`src/rtl/shift_arb_pkg.sv`:
```
`default_nettype none
// ============================================================================
//  Module   : shift_arb_pkg
//  Purpose  : Shared definitions for the shared-shifter arbiter. The issue
//             stage imports this package too, so op encodings stay in one
//             place.
//  Contents : op encodings (OP_SLL/OP_SRL/OP_SRA/OP_PASS), default widths.
//  Revision : 1.0 - initial release
// ============================================================================
package shift_arb_pkg;

  localparam int DEF_DATA_WIDTH  = 64;
  localparam int DEF_SHAMT_WIDTH = $clog2(DEF_DATA_WIDTH);

  localparam logic [1:0] OP_SLL  = 2'b00;
  localparam logic [1:0] OP_SRL  = 2'b01;
  localparam logic [1:0] OP_SRA  = 2'b10;
  localparam logic [1:0] OP_PASS = 2'b11;

endpackage : shift_arb_pkg
`default_nettype wire

```
`src/rtl/shift_arbiter_shift.sv`:
```
`default_nettype none
// ============================================================================
//  Module   : Shift
//  Purpose  : Combinational barrel shifter. Produces the left and right shift
//             of in_numA by in_shamt; in_ctrl=1 makes the right shift
//             arithmetic (sign-filling), 0 makes it logical.
//  Ports    : in_numA        [DATA_WIDTH] operand
//             in_shamt       [DATA_WIDTH] shift amount (already zero-extended)
//             in_ctrl        1 = arithmetic right shift
//             out_LeftShift  [DATA_WIDTH] in_numA << in_shamt
//             out_RightShift [DATA_WIDTH] in_numA >> / >>> in_shamt
//  Revision : 1.0 - initial release
// ============================================================================
module Shift #(
  parameter int DATA_WIDTH = 64
) (
  input  logic [DATA_WIDTH-1:0] in_numA,
  input  logic [DATA_WIDTH-1:0] in_shamt,
  input  logic                  in_ctrl,
  output logic [DATA_WIDTH-1:0] out_LeftShift,
  output logic [DATA_WIDTH-1:0] out_RightShift
);

  always_comb begin
    out_LeftShift = in_numA << in_shamt;
    if (in_ctrl) begin
      out_RightShift = DATA_WIDTH'($signed(in_numA) >>> in_shamt);
    end else begin
      out_RightShift = in_numA >> in_shamt;
    end
  end

endmodule : Shift
`default_nettype wire

```
`src/rtl/shift_arbiter.sv`:
```
`default_nettype none
// ============================================================================
//  Module   : shift_arbiter
//  Purpose  : Shares one Shift instance between two requesters (port 0: ALU
//             issue, port 1: bitfield/address unit). Round-robin arbitration,
//             at most one grant per cycle, result registered into a one-deep
//             response buffer owned by the winning port.
//  Ports    : in_clk / in_rst_n           clock, async active-low reset
//             in_reqK_valid/out_reqK_ready request handshake (K = 0,1)
//             in_reqK_numA/shamt/op       operand, shift amount, op code
//             out_rspK_valid/data         buffered result
//             in_rspK_ready               consumer takes result
//             out_busy                    any response buffer full
//  Revision : 1.0 - initial release
// ============================================================================
module shift_arbiter
  import shift_arb_pkg::*;
#(
  parameter int DATA_WIDTH  = DEF_DATA_WIDTH,
  parameter int SHAMT_WIDTH = DEF_SHAMT_WIDTH
) (
  input  logic                   in_clk,
  input  logic                   in_rst_n,

  input  logic                   in_req0_valid,
  output logic                   out_req0_ready,
  input  logic [DATA_WIDTH-1:0]  in_req0_numA,
  input  logic [SHAMT_WIDTH-1:0] in_req0_shamt,
  input  logic [1:0]             in_req0_op,

  input  logic                   in_req1_valid,
  output logic                   out_req1_ready,
  input  logic [DATA_WIDTH-1:0]  in_req1_numA,
  input  logic [SHAMT_WIDTH-1:0] in_req1_shamt,
  input  logic [1:0]             in_req1_op,

  output logic                   out_rsp0_valid,
  output logic [DATA_WIDTH-1:0]  out_rsp0_data,
  input  logic                   in_rsp0_ready,

  output logic                   out_rsp1_valid,
  output logic [DATA_WIDTH-1:0]  out_rsp1_data,
  input  logic                   in_rsp1_ready,

  output logic                   out_busy
);

  logic                  r_rspValid0, r_rspValid1;
  logic [DATA_WIDTH-1:0] r_rspData0,  r_rspData1;
  logic                  r_prio;

  logic                   w_elig0, w_elig1;
  logic                   w_grant0, w_grant1;
  logic [DATA_WIDTH-1:0]  w_selNumA;
  logic [SHAMT_WIDTH-1:0] w_selShamt;
  logic [1:0]             w_selOp;
  logic [DATA_WIDTH-1:0]  w_shamtExt;
  logic [DATA_WIDTH-1:0]  w_left, w_right;
  logic [DATA_WIDTH-1:0]  w_result;

  // A port may be granted if its buffer is empty or is being drained this
  // cycle. Gating with in_rst_n keeps readies low during reset even though
  // the (cleared) buffers would otherwise look free.
  always_comb begin
    w_elig0 = in_rst_n && in_req0_valid && (!r_rspValid0 || in_rsp0_ready);
    w_elig1 = in_rst_n && in_req1_valid && (!r_rspValid1 || in_rsp1_ready);
    // Lone eligible port wins outright; on contention r_prio picks.
    w_grant0 = w_elig0 && (!w_elig1 || !r_prio);
    w_grant1 = w_elig1 && (!w_elig0 ||  r_prio);
  end

  assign out_req0_ready = w_grant0;
  assign out_req1_ready = w_grant1;

  // Operand mux; port 0 is the idle default, the result is only captured
  // on a grant so the idle selection is irrelevant.
  always_comb begin
    w_selNumA  = w_grant1 ? in_req1_numA  : in_req0_numA;
    w_selShamt = w_grant1 ? in_req1_shamt : in_req0_shamt;
    w_selOp    = w_grant1 ? in_req1_op    : in_req0_op;
    w_shamtExt = DATA_WIDTH'(w_selShamt);
  end

  Shift #(
    .DATA_WIDTH (DATA_WIDTH)
  ) u_shift (
    .in_numA        (w_selNumA),
    .in_shamt       (w_shamtExt),
    .in_ctrl        (w_selOp[1]),
    .out_LeftShift  (w_left),
    .out_RightShift (w_right)
  );

  always_comb begin
    w_result = w_selNumA;
    case (w_selOp)
      OP_SLL:  w_result = w_left;
      OP_SRL:  w_result = w_right;
      OP_SRA:  w_result = w_right;
      default: w_result = w_selNumA;
    endcase
  end

  // A grant takes precedence over a drain: refilling in the drain cycle keeps
  // valid high with no bubble.
  always_ff @(posedge in_clk or negedge in_rst_n) begin
    if (!in_rst_n) begin
      r_rspValid0 <= 1'b0;
      r_rspValid1 <= 1'b0;
      r_rspData0  <= '0;
      r_rspData1  <= '0;
      r_prio      <= 1'b0;
    end else begin
      if (w_grant0) begin
        r_rspData0  <= w_result;
        r_rspValid0 <= 1'b1;
      end else if (in_rsp0_ready && r_rspValid0) begin
        r_rspValid0 <= 1'b0;
      end

      if (w_grant1) begin
        r_rspData1  <= w_result;
        r_rspValid1 <= 1'b1;
      end else if (in_rsp1_ready && r_rspValid1) begin
        r_rspValid1 <= 1'b0;
      end

      if (w_grant0) begin
        r_prio <= 1'b1;
      end else if (w_grant1) begin
        r_prio <= 1'b0;
      end
    end
  end

  assign out_rsp0_valid = r_rspValid0;
  assign out_rsp0_data  = r_rspData0;
  assign out_rsp1_valid = r_rspValid1;
  assign out_rsp1_data  = r_rspData1;
  assign out_busy       = r_rspValid0 || r_rspValid1;

endmodule : shift_arbiter
`default_nettype wire

```
`config.mk`:
```
export PLATFORM = sky130hd
export DESIGN_NAME = shift_arbiter
export DESIGN_NICKNAME = d
export VERILOG_FILES = /design/src/rtl/shift_arb_pkg.sv /design/src/rtl/shift_arbiter_shift.sv /design/src/rtl/shift_arbiter.sv
export SDC_FILE = /design/constraint.sdc
export NUM_CORES = 1
export LEC_CHECK = 0
export CAP_MARGIN = 25
export CORE_MARGIN = 4
export CORE_UTILIZATION = 51
export CTS_CLUSTER_SIZE = 8
export DETAILED_ROUTE_END_ITERATION = 10
export PLACE_DENSITY = 0.78
export SYNTH_ARGS = -nofsm -noshare
export SYNTH_HDL_FRONTEND = slang
export SYNTH_HIERARCHICAL = 1
export SYNTH_SLANG_ARGS = --single-unit
```
`constraint.sdc`:
```
create_clock -name in_clk -period 4.4 [get_ports in_clk]
set_input_delay 0.44 -clock in_clk [delete_from_list [all_inputs] [get_ports in_clk]]
set_output_delay 0.44 -clock in_clk [all_outputs]
set_load 0.05 [all_outputs]
```
==> out/qor.txt, run 1 <==
HPWL Detailed = 78000 um
Synth Flop Type = dfrtp_1
Synth Area in Compound Gates = 27.7%
asr flop ratio synth = 100%
proportion of synthesized area in mux cells = 32.0%
post-synth top area share = 17.9%
Yosys Warn Count = 6
post-synthesis xor/xnor area fraction = 0%
worst_ep kind = sequential cell input
Chip Width = 197 um
number of synthesized flops with an enable pin = 0
# IOs = 283
last worst endpoint in the global-route repair_timing = out_rsp0_data[16]$_DFFE_PN0P_/D
maximum clock path buffer count = 2
Overflow after GRT = 52
Synth area leader = dfrtp_1
Die Height = 197 um
status = aborted with a tool error
total CTS buffers = 17
Halt Reason = [ERROR GRT-0232] Routing congestion too high. Check the congestion heatmap in the GUI.
largest family of logic cells by synthesized area = multiplexers
simple-gate portion of the synthesized area = 16.2%
Synth Register Bits = 131
dpl ws = -1100 ps
register area share after synthesis = 17.9%
total track usage = 72.6%
CTS H-tree depth = 4
Initial Util = 51.5%
RD Place Congestion = 1.12
CTS Sinks = 131
Synth Area in Adders = 0.137%
Avg Cell Area, Syn = 8.45 sq um
Area contributors post-synth = dfrtp_1 18%, mux4_2 14%, mux2i_1 8.3%
largest net degree at the start of global routing = 134
Root Driver = clkbuf_16
row count = 69
Syn Std Cell Area = 0.0183 sq mm
Netlist cell types = 89
synthesized instance count = 2163
Failed at = global routing
Port-buffer cells = 282
## layer usage
layer	global-route usage, %	overflow
met1	75.0	0
met2	88.4	28
met3	59.0	0
met4	65.0	24
met5	28.0	0
## synthesized netlist by cell type (32+ instances only)
cell	number
a21oi_1	93
o221a_2	32
a221o_1	39
a211oi_1	33
nor2_1	206
dfrtp_1	131
buf_2	44
mux4_2	112
o21ai_0	163
a221oi_1	33
o22ai_1	34
mux2i_1	151
mux2_2	126
nand2_1	282
clkbuf_1	142
o31ai_1	42
nand3_1	36
## kinds of logic after synthesis
kind of cell | count (synthesis)
other | 1
adder cells (fa/ha/maj) | 2
AND/OR/NAND/NOR | 670
multiplexers | 415
buffers and inverters | 249
AO/OA/AOI/OAI | 695
flip-flops | 131
## through the flow
step	utilization, %	std cells	area (sq um)	TNS (ps)
3_3_place_gp	72.0	3282	25500	-53870
4_1_cts	75.9	3341	26900	-77.5
2_1_floorplan	-	2220	18500	-83.1
3_5_place_dp	72.0	3282	25500	-61180
## timing repair
| item | 4_1_cts |
|---|---|
| pin swaps | 21 |
| setup buffers | 20 |
| gates resized for setup | 82 |
| gates cloned | 7 |
| hold endpoints to repair | 0 |
| endpoints found under the setup margin | 79 |
| hold buffers | 0 |
==> run 2: changes to the inputs <==
--- a/config.mk
+++ b/config.mk
@@ -7,10 +7,9 @@
 export LEC_CHECK = 0
 export CAP_MARGIN = 25
 export CORE_MARGIN = 4
-export CORE_UTILIZATION = 51
-export CTS_CLUSTER_SIZE = 8
+export CORE_UTILIZATION = 40
 export DETAILED_ROUTE_END_ITERATION = 10
-export PLACE_DENSITY = 0.78
+export PLACE_DENSITY_LB_ADDON = 0.15
 export SYNTH_ARGS = -nofsm -noshare
 export SYNTH_HDL_FRONTEND = slang
 export SYNTH_HIERARCHICAL = 1
==> constraint.sdc (replaced) <==
create_clock -name in_clk -period 5.7 [get_ports in_clk]
set_input_delay 0.57 -clock in_clk [delete_from_list [all_inputs] [get_ports in_clk]]
set_output_delay 0.57 -clock in_clk [all_outputs]
set_load 0.05 [all_outputs]
==> run 2 against run 1 <==
Against the previous run: the run now ends clean; synthesized cell count is the same; synthesized area is the same.
==> out/qor.txt, run 2 <==
status = finished, final reports clean
Final Max Slew Viols = 0
Max rail drop VDD = 0.319 mV
Crit-path slowest cell = a222oi_1
count leader, synth = nand2_1
Max Cap Viol = 0
Syn Std Cell Area = 0.0183 sq mm
total power = 7.35 mW
asr flop ratio synth = 100%
initial antenna violation count = 2
largest net degree at the start of global routing = 112
worst slew pin tran = 1070 ps
post-cts sizing count = 0
switching share of power = 50.2%
Overflow after GRT = 0
Synth Flop Type = dfrtp_1
number of global-route vias before repair = 20495
HPWL Detailed = 76000 um
Post-synth top cells = 282 x nand2_1, 206 x nor2_1, 163 x o21ai_0, 151 x mux2i_1, 142 x clkbuf_1
clk_skew = 28.2 ps
R2R Path Start = r_prio$_DFFE_PN0P_
post-route setup slack = 33.2 ps
First-pass DRT Iterations = 7
synthesized instance count = 2163
Nets = 2692
Avg Cell Area, Syn = 8.45 sq um
CTS Sinks = 131
flop2flop setup slack = 140 ps
total track usage = 38.8%
CP Capture Type = flop
initial drt markers = 3126
Die Footprint = 0.0492 sq mm
Synth area leader = dfrtp_1
highest-count cells in the layout ignoring fill and taps = 282 x nand2_1, 281 x clkdlybuf4s50_1, 232 x buf_4
most frequent CP cell = a222oi_1
Synth Register Bits = 131
crit path kind = in -> reg
CP cell instances = clkdlybuf4s50_1 -> nand2b_1 -> o2111ai_4 -> buf_12 -> mux2_2 -> mux4_2 -> nand2_1 -> o21ai_0 -> a222oi_1 -> buf_4 -> a222oi_1 -> o221ai_1 -> nand4_1 -> a221o_1 -> mux2i_1 -> o21ba_2
Fin Setup TNS = 0 ps
Cell Pwr Density = 308 mW/mm^2
final hold violation count = 0
row count = 78
register area share after synthesis = 17.9%
type of the worst min-delay path = in -> async
fmax = 176 MHz
Reg power frac = 19.1%
Chip Width = 222 um
final wirelength = 99000 um
Skew-Pair Late Insertion Delay = 490 ps
family with the most delay on the worst path = compound AO/OA/AOI/OAI gates
drt wl/cell = 31.4 um
layout overhead on the synthesized area = 30.3%
Die Height = 222 um
Psw = 3.69 mW
FF-to-FF End = out_rsp0_data[16]$_DFFE_PN0P_
RSZ-0062 raised after global routing = no
Root Driver = clkbuf_16
Initial Util = 40.4%
Crit path buffers/inverters = 3
layout cells sized above 1 = 25.0%
dpl ws = -168 ps
WP data arrival = 6030 ps
commonest non-fill, non-tap cell in the layout = nand2_1
Clk pwr share = 15.3%
CP Max Fanout = 109
total CTS buffers = 17
CTS tree = built
# IOs = 283
post-layout minimum cycle time = 5670 ps
clk slew on worst S/H paths = 60 ps
post-DR vias/cell = 6.81
Setup-failing EPs final = 0
final worst path period share = 99.4%
CTS H-tree depth = 4
CP peak stage delay = 740 ps
worst r2r path cells = 15
Netlist cell types = 89
Yosys Warn Count = 6
Port-buffer cells = 282
post-route ant nets = 0
Area contributors post-synth = dfrtp_1 18%, mux4_2 14%, mux2i_1 8.3%
post-synth top area share = 17.9%
Combinational Power Share = 65.6%
WP data required = 6060 ps
core area = 0.0453 sq mm
Leakage Power = 9.38 nW
Internal = 3.66 mW
CP startpoint kind = input port
number of synthesized flops with an enable pin = 0
RD Place Congestion = 1.04
maximum clock path buffer count = 2
DRC = 0
first-pass GRT wire length = 144000 um
via count = 21476
Rel. slew slack = 28.2%
CP Depth = 16
## run 2: cell counts after synthesis
No cell type changed its count.
## run 2: worst register-to-register path, delay by kind of cell (launching register included)
family	cells	cell delay (ps)
compound gates	7	2460
simple gates	3	650
mux	3	1320
buf+inv	2	610
flops	1	400
## run 2: area by class of cell
type                       instances  area (sq um)
fill                            4345         21500
multi-input combinational       1840         14200
timing repair buffer             535          4980
sequential                       131          3280
tap                              600           751
clock buffer                      19           453
clock inverter                    13           125
inverter                          15          61.3
antenna                            1          2.50
## run 2: cell families after synthesis
kind of cell,count (synthesis),synth area share [%]
flip-flops,131,17.9
multiplexers,415,32.0
AND/OR/NAND/NOR,670,16.2
adder cells (fa/ha/maj),2,0.137
buffers and inverters,249,6.07
AO/OA/AOI/OAI,695,27.7
other,1,0.0205
## run 2: how the worst max path moves through the flow
stage / startpoint / endpoint / slack [ps]
final: in_req0_valid / out_rsp0_data[16]$_DFFE_PN0P_ / 30
after global routing: in_req0_valid / out_rsp0_data[16]$_DFFE_PN0P_ / 70
after detailed placement: in_req0_valid / out_rsp0_data[16]$_DFFE_PN0P_ / -170
after CTS: in_req0_valid / out_rsp0_data[16]$_DFFE_PN0P_ / 320
after floorplan: out_rsp0_valid$_DFFE_PN0P_ / out_rsp0_data[9]$_DFFE_PN0P_ / 900
after global placement: in_req0_valid / out_rsp0_data[16]$_DFFE_PN0P_ / -230
## run 2: metal layers
layer  GRT usage [%]  up-vias  share of wire, %
li1                -     9112                 -
met1            53.4    10606                41
met2            58.3     1472                44
met3            9.53      284                11
met4            16.2        2               5.2
met5               0        -             0.019
## run 2: timing repair
action,CTS,global route
endpoints found under the hold margin,2,0
buffers inserted,0,0
hold buffers,1,0
## run 2: metrics by stage
stage	utilization, %	cells	hold slack, ps	instance area [sq um]
3_3_place_gp	51.3	3120	386	23200
5_1_grt	52.6	3153	471	23800
4_1_cts	52.6	3153	430	23800
2_1_floorplan	-	2220	274	18500
3_5_place_dp	51.3	3120	388	23200
6_report	52.6	3154	459	23800
## run 2: power by group through the flow
stage,sequential [mW],clock (mW),combinational (mW)
after floorplan,2.40,0,1.83
after global placement,1.40,0,4.68
after detailed placement,1.41,0,4.70
after CTS,1.40,1.15,4.71
after global routing,1.44,1.18,4.98
final,1.40,1.13,4.82
Power figures use the tool's default switching activity.
